<file path="src/rtl/nn_pkg.sv">
// Shared definitions for the small neural-network datapath.
// Purpose : width constants and the forward-pass state encoding, shared by
//           hidden_forward and the backprop sequencer.
// Ports   : none (package).
package nn_pkg;

    localparam int W_WIDTH   = 8;   // signed weight / bias width
    localparam int HID_WIDTH = 10;  // unsigned hidden activation width
    localparam int FIN_WIDTH = 19;  // signed final output width
    localparam int NUM_IN    = 4;   // binary inputs per hidden neuron

    typedef enum logic [1:0] {
        IDLE,
        ACCUM,
        ACT,
        MUL
    } fwd_state_t;

endpackage

</file>
<file path="src/rtl/hidden_forward_if.sv">
// Handshake and operand bus for hidden_forward.
// Purpose : groups start/flush/operands (driven by the master) and the
//           result/status signals (driven by the slave engine).
// Signals : start_i, flush_i, x_i[NUM_IN], w0_i..w3_i, bias_i, wout_i  (master -> slave)
//           hidden_val_o[HID_WIDTH], final_o[FIN_WIDTH], busy_o, done_o (slave -> master)
interface hidden_forward_if #(
    parameter int W_WIDTH   = nn_pkg::W_WIDTH,
    parameter int HID_WIDTH = nn_pkg::HID_WIDTH,
    parameter int FIN_WIDTH = nn_pkg::FIN_WIDTH
);

    logic                      start_i;
    logic                      flush_i;
    logic [nn_pkg::NUM_IN-1:0] x_i;
    logic [W_WIDTH-1:0]        w0_i;
    logic [W_WIDTH-1:0]        w1_i;
    logic [W_WIDTH-1:0]        w2_i;
    logic [W_WIDTH-1:0]        w3_i;
    logic [W_WIDTH-1:0]        bias_i;
    logic [W_WIDTH-1:0]        wout_i;
    logic [HID_WIDTH-1:0]      hidden_val_o;
    logic [FIN_WIDTH-1:0]      final_o;
    logic                      busy_o;
    logic                      done_o;

    modport master (
        output start_i, flush_i, x_i, w0_i, w1_i, w2_i, w3_i, bias_i, wout_i,
        input  hidden_val_o, final_o, busy_o, done_o
    );

    modport slave (
        input  start_i, flush_i, x_i, w0_i, w1_i, w2_i, w3_i, bias_i, wout_i,
        output hidden_val_o, final_o, busy_o, done_o
    );

endinterface

</file>
<file path="src/rtl/relu_sat.sv">
// ReLU with width reduction for the hidden activation.
// Purpose : converts the signed accumulator to an unsigned HID_WIDTH value;
//           negative inputs give 0.
// Macro   : HIDDEN_FWD_SATURATE_EN - when defined, positive values above
//           2^HID_WIDTH-1 clamp to 2^HID_WIDTH-1; otherwise they wrap
//           (low HID_WIDTH bits kept).
// Ports   : acc_i  [ACC_W]     signed accumulator
//           relu_o [HID_WIDTH] unsigned activation
module relu_sat #(
    parameter int ACC_W     = nn_pkg::W_WIDTH + 3,
    parameter int HID_WIDTH = nn_pkg::HID_WIDTH
) (
    input  logic signed [ACC_W-1:0]     acc_i,
    output logic        [HID_WIDTH-1:0] relu_o
);

`ifdef HIDDEN_FWD_SATURATE_EN
    // One guard bit over the wider of the two widths keeps the compare valid
    // whether HID_WIDTH is narrower or wider than the accumulator.
    localparam int EXT_W = ((ACC_W > HID_WIDTH) ? ACC_W : HID_WIDTH) + 1;
    localparam logic [EXT_W-1:0] HID_MAX = EXT_W'((64'd1 << HID_WIDTH) - 64'd1);

    logic [EXT_W-1:0] mag;

    always_comb begin
        mag    = acc_i[ACC_W-1] ? '0 : EXT_W'($unsigned(acc_i));
        relu_o = (mag > HID_MAX) ? '1 : HID_WIDTH'(mag);
    end
`else
    always_comb begin
        relu_o = acc_i[ACC_W-1] ? '0 : HID_WIDTH'($unsigned(acc_i));
    end
`endif

endmodule

</file>
<file path="src/rtl/hidden_forward.sv">
// Forward pass for one hidden neuron feeding one output neuron.
// Purpose : acc = bias + sum(x_k ? w_k : 0) accumulated serially, then
//           hidden = ReLU(acc), final = hidden * wout. Start/busy/done handshake.
// Macro   : HIDDEN_FWD_SATURATE_EN (clamp vs wrap of the ReLU result, see relu_sat).
// Ports   : clk_i  rising-edge clock
//           rst_i  synchronous active-high reset
//           bus    hidden_forward_if.slave (start/flush/operands in, results out)
// Timing  : start accepted at T0, hidden_val_o at T5, final_o/done_o at T6,
//           next start accepted at T7 at the earliest.
module hidden_forward #(
    parameter int W_WIDTH   = nn_pkg::W_WIDTH,
    parameter int HID_WIDTH = nn_pkg::HID_WIDTH,
    parameter int FIN_WIDTH = nn_pkg::FIN_WIDTH
) (
    input  logic            clk_i,
    input  logic            rst_i,
    hidden_forward_if.slave bus
);
    import nn_pkg::*;

    localparam int ACC_W  = W_WIDTH + 3;
    localparam int PROD_W = HID_WIDTH + W_WIDTH + 1;
    localparam int IDX_W  = $clog2(NUM_IN);

    fwd_state_t                state_q, state_d;
    logic [IDX_W-1:0]          idx_q, idx_d;
    logic signed [ACC_W-1:0]   acc_q, acc_d;
    logic [NUM_IN-1:0]         x_q, x_d;
    logic signed [W_WIDTH-1:0] w_q [NUM_IN];
    logic signed [W_WIDTH-1:0] w_d [NUM_IN];
    logic signed [W_WIDTH-1:0] wout_q, wout_d;
    logic [HID_WIDTH-1:0]      hidden_q, hidden_d;
    logic [FIN_WIDTH-1:0]      final_q, final_d;
    logic                      busy_q, busy_d;
    logic                      done_q, done_d;
    logic [HID_WIDTH-1:0]      relu_val;
    logic signed [PROD_W-1:0]  prod;

    relu_sat #(
        .ACC_W    (ACC_W),
        .HID_WIDTH(HID_WIDTH)
    ) u_relu (
        .acc_i (acc_q),
        .relu_o(relu_val)
    );

    // Hidden value is zero-extended so it is never read as negative.
    always_comb begin
        prod = PROD_W'($signed({1'b0, hidden_q})) * PROD_W'(wout_q);
    end

    always_comb begin
        state_d  = state_q;
        idx_d    = idx_q;
        acc_d    = acc_q;
        x_d      = x_q;
        w_d      = w_q;
        wout_d   = wout_q;
        hidden_d = hidden_q;
        final_d  = final_q;
        busy_d   = busy_q;
        done_d   = 1'b0;

        unique case (state_q)
            IDLE: begin
                // flush in IDLE suppresses a simultaneous start
                if (bus.start_i && !bus.flush_i) begin
                    x_d     = bus.x_i;
                    w_d[0]  = $signed(bus.w0_i);
                    w_d[1]  = $signed(bus.w1_i);
                    w_d[2]  = $signed(bus.w2_i);
                    w_d[3]  = $signed(bus.w3_i);
                    wout_d  = $signed(bus.wout_i);
                    acc_d   = ACC_W'($signed(bus.bias_i));
                    idx_d   = '0;
                    busy_d  = 1'b1;
                    state_d = ACCUM;
                end
            end
            ACCUM: begin
                if (x_q[idx_q]) begin
                    acc_d = acc_q + ACC_W'(w_q[idx_q]);
                end
                idx_d = idx_q + IDX_W'(1);
                if (idx_q == IDX_W'(NUM_IN - 1)) begin
                    state_d = ACT;
                end
            end
            ACT: begin
                hidden_d = relu_val;
                state_d  = MUL;
            end
            MUL: begin
                final_d = FIN_WIDTH'(prod);
                done_d  = 1'b1;
                busy_d  = 1'b0;
                state_d = IDLE;
            end
            default: state_d = IDLE;
        endcase

        // Abort: results keep whatever ACT/MUL already committed.
        if (bus.flush_i && (state_q != IDLE)) begin
            state_d  = IDLE;
            busy_d   = 1'b0;
            done_d   = 1'b0;
            hidden_d = hidden_q;
            final_d  = final_q;
        end
    end

    always_ff @(posedge clk_i) begin
        if (rst_i) begin
            state_q  <= IDLE;
            idx_q    <= '0;
            acc_q    <= '0;
            x_q      <= '0;
            for (int unsigned i = 0; i < NUM_IN; i++) begin
                w_q[i] <= '0;
            end
            wout_q   <= '0;
            hidden_q <= '0;
            final_q  <= '0;
            busy_q   <= 1'b0;
            done_q   <= 1'b0;
        end else begin
            state_q  <= state_d;
            idx_q    <= idx_d;
            acc_q    <= acc_d;
            x_q      <= x_d;
            w_q      <= w_d;
            wout_q   <= wout_d;
            hidden_q <= hidden_d;
            final_q  <= final_d;
            busy_q   <= busy_d;
            done_q   <= done_d;
        end
    end

    assign bus.hidden_val_o = hidden_q;
    assign bus.final_o      = final_q;
    assign bus.busy_o       = busy_q;
    assign bus.done_o       = done_q;

endmodule
</file>
<file path="src/flat_wrapper.sv">
// flat-port wrapper written by rule: the top's interface ports become plain ports
module hidden_forward_flat import nn_pkg::*;
#(
    parameter int W_WIDTH   = nn_pkg::W_WIDTH,
    parameter int HID_WIDTH = nn_pkg::HID_WIDTH,
    parameter int FIN_WIDTH = nn_pkg::FIN_WIDTH
)
  (clk_i, rst_i, bus_start_i, bus_flush_i, bus_x_i, bus_w0_i, bus_w1_i, bus_w2_i, bus_w3_i, bus_bias_i, bus_wout_i, bus_hidden_val_o, bus_final_o, bus_busy_o, bus_done_o);
  hidden_forward_if #(.W_WIDTH(W_WIDTH), .HID_WIDTH(HID_WIDTH), .FIN_WIDTH(FIN_WIDTH)) bus_i ();
  input  logic clk_i;
  input  logic rst_i;
  input wire logic [$bits(bus_i.start_i)-1:0] bus_start_i;
  input wire logic [$bits(bus_i.flush_i)-1:0] bus_flush_i;
  input wire logic [$bits(bus_i.x_i)-1:0] bus_x_i;
  input wire logic [$bits(bus_i.w0_i)-1:0] bus_w0_i;
  input wire logic [$bits(bus_i.w1_i)-1:0] bus_w1_i;
  input wire logic [$bits(bus_i.w2_i)-1:0] bus_w2_i;
  input wire logic [$bits(bus_i.w3_i)-1:0] bus_w3_i;
  input wire logic [$bits(bus_i.bias_i)-1:0] bus_bias_i;
  input wire logic [$bits(bus_i.wout_i)-1:0] bus_wout_i;
  output wire logic [$bits(bus_i.hidden_val_o)-1:0] bus_hidden_val_o;
  output wire logic [$bits(bus_i.final_o)-1:0] bus_final_o;
  output wire logic [$bits(bus_i.busy_o)-1:0] bus_busy_o;
  output wire logic [$bits(bus_i.done_o)-1:0] bus_done_o;
  assign bus_i.start_i = bus_start_i;
  assign bus_i.flush_i = bus_flush_i;
  assign bus_i.x_i = bus_x_i;
  assign bus_i.w0_i = bus_w0_i;
  assign bus_i.w1_i = bus_w1_i;
  assign bus_i.w2_i = bus_w2_i;
  assign bus_i.w3_i = bus_w3_i;
  assign bus_i.bias_i = bus_bias_i;
  assign bus_i.wout_i = bus_wout_i;
  assign bus_hidden_val_o = bus_i.hidden_val_o;
  assign bus_final_o = bus_i.final_o;
  assign bus_busy_o = bus_i.busy_o;
  assign bus_done_o = bus_i.done_o;
  hidden_forward #(.W_WIDTH(W_WIDTH), .HID_WIDTH(HID_WIDTH), .FIN_WIDTH(FIN_WIDTH)) u_core (.clk_i(clk_i), .rst_i(rst_i), .bus(bus_i));
endmodule
</file>
<file path="config.mk">
export PLATFORM = sky130hd
export DESIGN_NAME = hidden_forward_flat
export DESIGN_NICKNAME = d
export VERILOG_FILES = /design/src/rtl/nn_pkg.sv /design/src/rtl/hidden_forward_if.sv /design/src/rtl/relu_sat.sv /design/src/rtl/hidden_forward.sv /design/src/flat_wrapper.sv
export SDC_FILE = /design/constraint.sdc
export NUM_CORES = 1
export LEC_CHECK = 0
export BUFFER_PORTS_ARGS = -buffer_cell sky130_fd_sc_hd__buf_2
export CORE_ASPECT_RATIO = 1.25
export CORE_MARGIN = 1.5
export CORE_UTILIZATION = 45
export CTS_CLUSTER_DIAMETER = 30
export CTS_CLUSTER_SIZE = 14
export DETAILED_ROUTE_END_ITERATION = 8
export PLACE_DENSITY = 0.68
export SLEW_MARGIN = 20
export SYNTH_ARGS = -nofsm -noshare
export SYNTH_HDL_FRONTEND = slang
export SYNTH_SLANG_ARGS = --single-unit
</file>
<file path="constraint.sdc">
create_clock -name clk_i -period 4.7 [get_ports clk_i]
set_input_delay 0.47 -clock clk_i [delete_from_list [all_inputs] [get_ports clk_i]]
set_output_delay 0.47 -clock clk_i [all_outputs]
set_load 0.05 [all_outputs]
</file>
# == Word-level counts from Yosys, hierarchy flattened ==
# Cells that the tools add are included.
# totals
out_inout_bits,31
regBits,90
wordCells,59
in_bits,56
# op_classes
n_mul,1
n_lt_le_gt_ge,2
reduce_logical,15
n_eq_ne,7
addsub,2
bitwise_logic,2
mux,17
# op_table
cell,count
$mux W11,2
$pmux W11 S2,1
$mul A11 B8 Y19,1
$bmux W8 S2,1
$mux W8,2
$reduce_and A2 Y1,6
$add A11 B8 Y11,1
$mux W10,1
$pmux W2 S4,1
$eq A2 B2 Y1 const B,3
$mux W2,3
$ne A2 B1 Y1 const B,3
$reduce_bool A2 Y1,3
$pmux W2 S2,1
$ge A3 B3 Y1 const B,1
$lt A2 B3 Y1 const B,1
$mux W1,3
$not A2 Y3,1
$reduce_and A3 Y1,1
$add A2 B1 Y2 const B,1
$bmux W1 S2,1
$eq A2 B1 Y1 const B,1
$logic_and A1 B1 Y1,2
$logic_not A2 Y1,1
4 further kinds,4

# == Logic depth before layout (Yosys ltp) ==
# Gate-level depths: netlist of run 1.
# depth
ltp_word,7
ltp_mapped,19
mapped_depth_nobuf,18

# == Cells and area by module ==
# A second synthesis of run 1 with hierarchy kept.
# hier_totals
cells_unflattened,823
area_unflattened_um2,6850.3
# by_module_without_submodules
mod,area_each_um2,cells_each,instances
hidden_forward,6787.8,813,1
relu_sat,62.6,10,1

# == Least setup slack after synthesis of run 1 ==
# No wires, ideal clock.
# synth_timing
kind,flip-flop to flip-flop
startpoint,"register u_core.hidden_q[1], in the netlist u_core.bus.hidden_val_o[1]"
endpoint,"register u_core.final_q[13], in the netlist u_core.bus.final_o[13]"
period_less_slack_ns,4.864
path_stages_with_launch,18
arrival_time_ns,4.750
path_buffers,1
setup_slack_ns,-0.164
path_cell_list,dfxtp_1 > clkbuf_1 > nand2_1 > fa_1 > fa_1 > inv_1 > fa_1 > inv_1 > fa_1 > inv_1 > ha_1 > a21oi_2 > nor2b_1 > a311o_1 > a31o_1 > a31oi_2 > xnor2_1 > a21o_1
# synth_between
elab_chain_cells,1
# synth_rtl
element,line_no,text
start: declaration,hidden_forward.sv:32,"logic [HID_WIDTH-1:0] hidden_q, hidden_d;"
start signal: assignment,hidden_forward.sv:133,hidden_q <= hidden_d;
$mul A11 B8 Y19,hidden_forward.sv:49,"prod = PROD_W'($signed({1'b0, hidden_q})) * PROD_W'(wout_q);"
end signal: assignment,hidden_forward.sv:134,final_q <= final_d;
end: declaration,hidden_forward.sv:33,"logic [FIN_WIDTH-1:0] final_q, final_d;"
# Every way passes these cells.
# A chain may end at the register's enable or synchronous reset.

# == Worst setup path after layout of run 1 ==
# layout_timing
startpoint,register u_core.wout_q[6]
endpoint,"register u_core.final_q[15], in the netlist u_core.bus.final_o[15]"
# layout_between
elab_chain_cells,1
# layout_rtl
element,line_no,text
start: declaration,hidden_forward.sv:31,"logic signed [W_WIDTH-1:0] wout_q, wout_d;"
start signal: assignment,hidden_forward.sv:132,wout_q <= wout_d;
$mul A11 B8 Y19,hidden_forward.sv:49,
# Every way passes these cells.

==> results of run 1 <==
cell usage after synthesis, drive strengths merged, types with 2 or more instances:
master	instances
nand3	5
nand2b	9
a21o	9
nand2	148
clkbuf	38
inv	90
o31ai	2
o211ai	2
xor2	8
a211oi	12
buf	8
and2	48
and3	2
o21a	5
dfxtp	90
a311oi	2
xnor2	10
nand3b	2
mux2i	5
nor2	56
nor3	6
o21bai	2
fa	50
a31oi	5
a211o	2
o21ai	14
o22ai	2
a21oi	92
mux4	9
ha	62
nor2b	5
nor3b	11
worst register-to-register path: stages, from the launching register on:
cell	delay (ns)
dfxtp_2	0.35
buf_4	0.16
and2_1	0.16
fa_1	0.52
inv_1	0.06
fa_1	0.52
inv_1	0.05
fa_1	0.52
inv_1	0.05
fa_1	0.53
inv_1	0.04
ha_1	0.29
and3_1	0.20
and4_1	0.25
a2111oi_4	0.36
xnor2_1	0.15
nand2_1	0.08
a21oi_2	0.14
metal layers:
metal  routed length [microns]  share of wire  vias to the layer above  global-route usage
met4                       231          0.014                        0              0.0566
met5                         0              0                        -                   0
met3                       706          0.044                       15              0.0443
met2                      8490           0.53                      118               0.377
li1                          -              -                     2819                   -
met1                      6530           0.41                     2664               0.243
metrics by stage:
stage / area [sq um] / hold slack [ns] / worst slack, ns
after floorplan: 6850 / 0.433 / 0.0133
after global placement: 7460 / 0.439 / 0.169
after detailed placement: 7460 / 0.442 / 0.0966
after CTS: 7770 / 0.335 / 0.0718
after global routing: 7820 / 0.344 / 0.0111
final: 7820 / 0.345 / 0.181
power groups by stage:
stage	logic (mW)	registers, mW	clock network [mW]
after floorplan	0.563	0.934	0
after global placement	0.714	0.949	0
after detailed placement	0.719	0.952	0
after CTS	0.724	0.935	0.768
after global routing	0.809	0.949	0.799
final	0.715	0.935	0.752
cells in the final DEF, fill, tap and decap left out, types with 3 or more instances in the layout:
cell type	instances
xor2_1	8
o21a_1	5
nand2_1	148
o21ai_0	6
nand2b_1	9
a31oi_1	3
nor2_1	55
ha_2	3
clkbuf_16	9
mux2i_1	5
xnor2_1	10
mux4_2	9
nor3_1	6
dfxtp_1	78
inv_1	89
a211oi_1	12
nor2b_1	5
inv_6	3
fa_1	50
nand3_1	5
buf_4	19
and2_1	48
nor3b_1	11
o21ai_1	7
ha_1	59
a21oi_2	3
a21o_1	9
a21oi_1	88
dfxtp_2	10
buf_2	86
path summary, 6_finish.rpt:
path | cells past startpoint | end | startpoint | slack, ns
worst max-delay path | 17 | u_core.bus.final_o[15] | u_core.wout_q[6] | 0.18
worst min-delay path | 3 | u_core.w_q[2] | bus_w3_i[2] | 0.35
worst max register to register | 17 | u_core.bus.final_o[15] | u_core.wout_q[6] | 0.18
worst min register to register | 2 | u_core.bus.final_o[14] | u_core.bus.final_o[14] | 0.45
cells by family (layout without fill, tap and decap cells):
kind of cell / count (synthesis) / after routing / share of synthesized area
flops: 90 / 90 / 0.263
xor+xnor: 18 / 18 / 0.0231
fa+ha+maj: 112 / 112 / 0.260
simple gates: 296 / 296 / 0.199
mux: 15 / 15 / 0.0386
compound gates: 156 / 156 / 0.138
buf+inv: 137 / 212 / 0.0774
repair_timing:
action	CTS	global route
buffers inserted	0	0
gates resized for setup	0	19
setup endpoints to repair	0	7
flip-flops by register name, indices dropped and copies added, names as in the netlist:
register                 cells
u_core.bus.done_o            1
u_core.idx_q                 2
u_core.wout_q                8
u_core.x_q                   4
u_core.state_q               2
u_core.bus.busy_o            1
u_core.bus.final_o          19
u_core.w_q                  32
u_core.acc_q                11
u_core.bus.hidden_val_o     10
layout make-up:
cell class	instances	area, sq um	area share
clock buffer	10	239	0.0306
clock inverter	6	70.1	0.00896
inverter	91	342	0.0437
multi-input combinational	597	4550	0.582
sequential	90	1820	0.233
tap	182	228	0.0291
timing repair buffer	105	573	0.0733
==> results.toml, run 1 <==
[routing]
first_iter_violations = 241
route.antenna.remaining_nets = 0
drt_first_pass_iters = 4
wl_per_cell_microns = 14.8
routed_via_density = 5.20
routed_wl_mm = 16.0
dr_total_vias = 5616
drc_errors = 0

[sta]
worst_slew_pin_slew_ns = 0.702
relSlewSlack = 0.531
slew_violations = 0
setup_tns_ns = 0
fmax_mhz = 221
finalClockSkew_ns = 0.0111
rsz0062_at_grt = "false"
hold_viol = 0
period_needed_ns = 4.52
final-setup-viol-count = 0
fin_crit_sh = 0.961

[finish]
layout-drive-gt1-share = 0.178
syn_to_final_growth_pct = 14.4
fin_nets = 1062
fin_util = 0.525
fin_cells = 1081
num-fill-cells = 1420
diodes = 0

[clock_network]
clock_latency_ns = 0.36
tritoncts = "built"
clock-root-buffer = "clkbuf_16"
clock-sinks = 90
holdBufCountCts = 0
clk_path_buf_depth = 2
clkTransAtPathRegs_ns = 0.07
cts_max_level = 3
numCtsBuffers = 9

[grt]
grt-ovfl-total = 0
grt_first_pass_wirelength_mm = 26.0
grt_pass1_vias = 5401
gr-usage-all-layers = 0.207
grt_max_degree = 46
antenna_found_initial = 0

[logic_synthesis]
synth_edf_count = 0
yosys.area.top_type = "dfxtp_1"
syn_inst = 824
synth.cell_area_sq_um = 6840
synth-seq-cells = 90
synth_cell_type_count = 53
yosys-top-cells-area = "dfxtp_1, fa_1, ha_1"
async_flop_share = 0
netlist.area_leader.share = 0.263
syn_avg_cell_area_sq_um = 8.30
synth-seq-area-share = 0.263
synth_warnings = 0
synth_top_flop_cell = "dfxtp_1"
synth.net_count = 992

[floorplanning]
die_area_sq_um = 16000
io_pins = 87
dieWidth_microns = 113
num_rows = 50
die_h_microns = 141
core_area_sq_um = 14900
initial_utilization = 0.459

[placed_design]
gp_congestion = 0.936
io_buffers = 86
dp_hpwl_mm = 12.7
dp_cells = 1065

[min_path]
min_path_type = "input pin to flip-flop"

[critical_path]
arrival_ns = 4.81
crit_fanout = 7
worst-setup-path-type = "flip-flop to flip-flop"
startpoint_type = "flip-flop"
required_ns = 4.99
crit_buf_inv = 5
cp-end-kind = "flip-flop"
cp_slowest_cell = "fa_1"
max_stage_delay_ns = 0.53
crit_family = "adder cells"
critical_path.cell_chain = "buf_4 -> and2_1 -> fa_1 -> inv_1 -> fa_1 -> inv_1 -> fa_1 -> inv_1 -> fa_1 -> inv_1 -> ha_1 -> and3_1 -> and4_1 -> a2111oi_4 -> xnor2_1 -> nand2_1 -> a21oi_2"

[pwr]
pwr-share-clk = 0.313
p_seq_frac = 0.389
power.share.combinational = 0.298
intPower_mw = 1.56
powerDensity_nw_per_um2 = 307
sw_frac_of_total = 0.349
power_mw = 2.40
p_leak_nw = 3.68
irDropWorstVdd_mv = 0.303
switchingPower_uw = 839

[flow_run]
cap_violations = 0

[run_status]
status = "finished clean"
(Power assumes the default switching activity.)
==> run 2, diff against run 1 <==
Settings changed: PLACE_DENSITY 0.68 to 0.66.
Clock period 4.7 ns to 4.6 ns, I/O delays scaled along.
==> run 2 against run 1 <==
Effect of this change: fmax up 1.5%; total power increased by 4.3%; clock power grew 5.9%; clock skew shrank 0.0018 ns; via count grew 1.1%; global-route usage increased by 0.88 points; wire length up 3.5%; sequential cell count unchanged; largest cell class unchanged.
==> results.toml, run 2 (same netlist as run 1, synthesis figures left out) <==
[finish]
fin_nets = 1072
final_common_cell = "nand2_1"
largest_reg_flops = 32
layout_common_cells = "nand2_1, inv_1, a21oi_1"
diodes = 0
syn_to_final_growth_pct = 16.2
fin_cells = 1091
layout-drive-gt1-share = 0.190
num-fill-cells = 1463
largest_register = "u_core.w_q"

[critical_path]
worst-setup-path-type = "flip-flop to flip-flop"
startpoint_type = "flip-flop"
required_ns = 4.89
cp-end-kind = "flip-flop"
arrival_ns = 4.74
crit_fanout = 10

[floorplanning]
die_h_microns = 141
num_rows = 50
core_area_sq_um = 14900
dieWidth_microns = 113
initial_utilization = 0.459
io_pins = 87
die_area_sq_um = 16000

[pwr]
power_mw = 2.51
powerDensity_nw_per_um2 = 315
pwr-share-clk = 0.318
sw_frac_of_total = 0.347
irDropWorstVdd_mv = 0.243
intPower_mw = 1.64
switchingPower_uw = 871
p_seq_frac = 0.382
p_leak_nw = 3.75
power.share.combinational = 0.301

[routing]
drc_errors = 0
drt_first_pass_iters = 4
routed_via_density = 5.20
routed_wl_mm = 16.5
route.antenna.remaining_nets = 0
first_iter_violations = 303
dr_total_vias = 5676
wl_per_cell_microns = 15.1

[clock_network]
numCtsBuffers = 9
clkTransAtPathRegs_ns = 0.07
clock_latency_ns = 0.36
cts_max_level = 3
tritoncts = "built"
holdBufCountCts = 0
clock-sinks = 90
clk_path_buf_depth = 2
clock-root-buffer = "clkbuf_16"

[sta]
fmax_mhz = 225
setup_tns_ns = 0
final-setup-viol-count = 0
hold_viol = 0
slew_violations = 0
worst_slew_pin_slew_ns = 0.705
relSlewSlack = 0.529
fin_crit_sh = 0.967
setup_ws_ns = 0.150
period_needed_ns = 4.45
rsz0062_at_grt = "true"
timing.hold.ws_ns = 0.333
finalClockSkew_ns = 0.00932

[placed_design]
dp_cells = 1068
io_buffers = 86
dp_hpwl_mm = 12.9
gp_congestion = 0.905
dp_slack_ns = -0.107

[grt]
gr-usage-all-layers = 0.215
grt-ovfl-total = 0
grt_max_degree = 46
grt_first_pass_wirelength_mm = 27.0
antenna_found_initial = 0
grt_pass1_vias = 5512

[flow_run]
cap_violations = 0

[run_status]
status = "finished clean"

[min_path]
min_path_type = "input pin to flip-flop"
[run 2: cell types whose count changed in the layout (fill, tap and decap cells not counted), sizes merged]
| cell | previous run | this run |
|---|---|---|
| buf | 105 | 115 |
| clkbuf | 10 | 11 |
| clkinv | 2 | 3 |
| clkinvlp | 0 | 1 |
| inv | 94 | 91 |
[run 2: per-layer routing]
metal | wire (microns) | share of wire | vias up | track usage
met5 | 0 | 0 | - | 0
met4 | 317 | 0.019 | 0 | 0.0770
met3 | 644 | 0.039 | 18 | 0.0357
met2 | 8930 | 0.54 | 101 | 0.401
met1 | 6630 | 0.40 | 2718 | 0.247
li1 | - | - | 2839 | -
[run 2: path summary, 6_finish.rpt]
check                        startpoint                      to  slack [ns]  cells past startpoint
min                         bus_w2_i[2]          u_core.w_q[10]        0.33                      3
max          u_core.bus.hidden_val_o[4]  u_core.bus.final_o[15]        0.15                     15
min reg2reg       u_core.bus.final_o[0]   u_core.bus.final_o[0]        0.45                      2
max reg2reg  u_core.bus.hidden_val_o[4]  u_core.bus.final_o[15]        0.15                     15
[run 2: metrics by stage]
stage                util  instance area (sq um)
floorplan               -                   6860
global placement    0.503                   7490
detailed placement  0.503                   7490
CTS                 0.526                   7840
global route        0.534                   7940
finish              0.534                   7940
[run 2: final cells by class]
type	count	area, sq um	area share
Tap cell	182	228	0.0287
Sequential cell	90	1830	0.230
Clock buffer	11	264	0.0332
Clock inverter	5	60.1	0.00756
Multi-Input combinational cell	597	4560	0.574
Timing Repair Buffer	115	661	0.0832
Inverter	91	342	0.0430
[run 2: repair_timing]
item,4_1_cts,5_1_grt
buffers inserted,1,6
pin swaps,1,9
setup endpoints to repair,2,7
resized for setup,3,14
[run 2: critical path, cell delays in order, from the launching register on]
cell	delay [ns]
dfxtp_2	0.44
nand2_1	0.10
fa_1	0.49
fa_1	0.49
inv_1	0.06
fa_1	0.54
inv_1	0.06
fa_1	0.52
inv_1	0.04
ha_1	0.31
buf_4	0.16
a311o_1	0.40
a2111oi_4	0.40
xnor2_1	0.16
nand2_1	0.08
a21oi_2	0.14
[run 2: power groups by stage]
stage                     combinational [mW]  clock, mW  sequential [mW]
after CTS                              0.751      0.810            0.957
after floorplan                        0.575          0            0.954
after global routing                   0.847      0.841            0.972
after detailed placement               0.746          0            0.974
final                                  0.753      0.796            0.956
after global placement                 0.734          0            0.971
==> run 3, diff against run 2 <==
Settings changed: CORE_MARGIN 1.5 to 2, SLEW_MARGIN 20 to not set.
==> run 3 against run 2 <==
Effect of this change: worst hold slack improved by 0.0093 ns; first-iteration DRC count rose by 3.6%; total power fell by 1.1%; register-to-register slack barely moved; fmax barely moved; utilization fell by 0.58 points; clock-buffer cell count rose by 2; highest routed layer unchanged.
==> results.toml, run 3 (same netlist as run 1, synthesis figures left out) <==
[clock_network]
clock-sinks = 90
clock_latency_ns = 0.35
clock-root-buffer = "clkbuf_16"
cts_max_level = 3
numCtsBuffers = 9
tritoncts = "built"
clkTransAtPathRegs_ns = 0.07
clk_path_buf_depth = 2

[sta]
hold_viol = 0
fin_crit_sh = 0.967
final-setup-viol-count = 0
setup_tns_ns = 0
slew_violations = 0
rsz0062_at_grt = "true"
fmax_mhz = 225
period_needed_ns = 4.45
relSlewSlack = 0.518
worst_slew_pin_slew_ns = 0.723
finalClockSkew_ns = 0.00748

[floorplanning]
die_area_sq_um = 16200
io_pins = 87
dieWidth_microns = 114
num_rows = 50
core_area_sq_um = 15000
initial_utilization = 0.457
die_h_microns = 142

[placed_design]
io_buffers = 86
gp_congestion = 0.873
dpl_cell_area_sq_um = 7490
dp_hpwl_mm = 12.7

[pwr]
powerDensity_nw_per_um2 = 314
p_leak_nw = 3.71
irDropWorstVdd_mv = 0.240
power_mw = 2.48

[finish]
num-fill-cells = 1411
fin_nets = 1064
diodes = 0
syn_to_final_growth_pct = 15.4
largest_reg_flops = 32
fin_area_sq_um = 7890
final_common_cell = "nand2_1"
layout-drive-gt1-share = 0.181
largest_register = "u_core.w_q"
layout_common_cells = "nand2_1, inv_1, a21oi_1"

[grt]
grt-ovfl-total = 0
gr-usage-all-layers = 0.209
grt_max_degree = 61
grt_first_pass_wirelength_mm = 27.0
grt_pass1_vias = 5636
antenna_found_initial = 0

[critical_path]
startpoint_type = "flip-flop"
ff2ff_path_depth = 17
worst-setup-path-type = "flip-flop to flip-flop"
cp-end-kind = "flip-flop"
arrival_ns = 4.72
crit_fanout = 6
required_ns = 4.88

[routing]
wl_per_cell_microns = 14.9
first_iter_violations = 314
route.antenna.remaining_nets = 0
drc_errors = 0
routed_wl_mm = 16.1
dr_total_vias = 5638
drt_first_pass_iters = 4
routed_via_density = 5.21

[min_path]
hold_path_depth = 3
min_path_type = "input pin to flip-flop"

[run_status]
status = "finished clean"

[flow_run]
cap_violations = 0
==> run 3: changes by cell type in the layout (fill, tap and decap cells not counted), moves of 2 or more <==
cell      before  now
dfxtp_4        3    7
dfxtp_2       13    8
clkbuf_8       1    3
buf_4         28   20
==> run 3: layout make-up <==
cell class | count | area [sq um] | area share
flip-flops and latches | 90 | 1840 | 0.233
clock inverters | 3 | 47.5 | 0.00603
clock buffers | 13 | 270 | 0.0343
inverters | 91 | 342 | 0.0433
repair buffers | 107 | 601 | 0.0761
multi-input cells | 597 | 4560 | 0.578
well taps | 182 | 228 | 0.0289
==> run 3: final timing paths <==
check | start | to | slack (ns)
setup / recovery | u_core.wout_q[2] | u_core.bus.final_o[15] | 0.15
hold / removal | bus_w2_i[0] | u_core.w_q[8] | 0.34
setup reg to reg | u_core.wout_q[2] | u_core.bus.final_o[15] | 0.15
hold reg to reg | u_core.bus.final_o[0] | u_core.bus.final_o[0] | 0.45
==> run 3: metal layers <==
layer / share of wire / up-vias / global-route usage
li1: - / 2824 / -
met1: 0.42 / 2655 / 0.250
met2: 0.51 / 123 / 0.364
met3: 0.037 / 36 / 0.0337
met4: 0.034 / 0 / 0.101
met5: 0 / - / 0
==> run 3: report_power, final <==
group,total [mW],internal [mW],switching (mW)
sequential,0.956,0.869,0.0867
combinational,0.744,0.292,0.452
clock,0.779,0.468,0.311
total,2.48,1.63,0.849
==> run 3: worst max-delay path: stages, from the launching register on <==
cell       delay (ns)
dfxtp_2          0.40
buf_4            0.17
nand2_1          0.06
fa_1             0.41
fa_1             0.55
inv_1            0.04
ha_1             0.27
inv_1            0.06
fa_2             0.60
inv_1            0.05
ha_1             0.28
a21oi_1          0.15
nor2b_1          0.09
a311o_1          0.45
a2111oi_4        0.38
xnor2_1          0.16
nand2_1          0.09
a21oi_2          0.15
==> run 3: repair_timing <==
item	CTS	global route
setup buffers	0	1
endpoints found under the hold margin	0	0
gates resized for setup	1	19
hold buffers	0	0
gates cloned	0	0
endpoints found under the setup margin	1	8
pin swaps	0	9
==> run 3: per-stage QoR <==
stage                     setup slack, ns  hold slack (ns)   util  std cells
final                               0.154            0.343  0.528       1083
after CTS                         0.00430            0.332  0.523       1082
after detailed placement          -0.0256            0.440  0.501       1066
after global placement           -0.00621            0.437  0.501       1066
after floorplan                   -0.0168            0.433      -        824
after global routing              -0.0303            0.345  0.528       1083
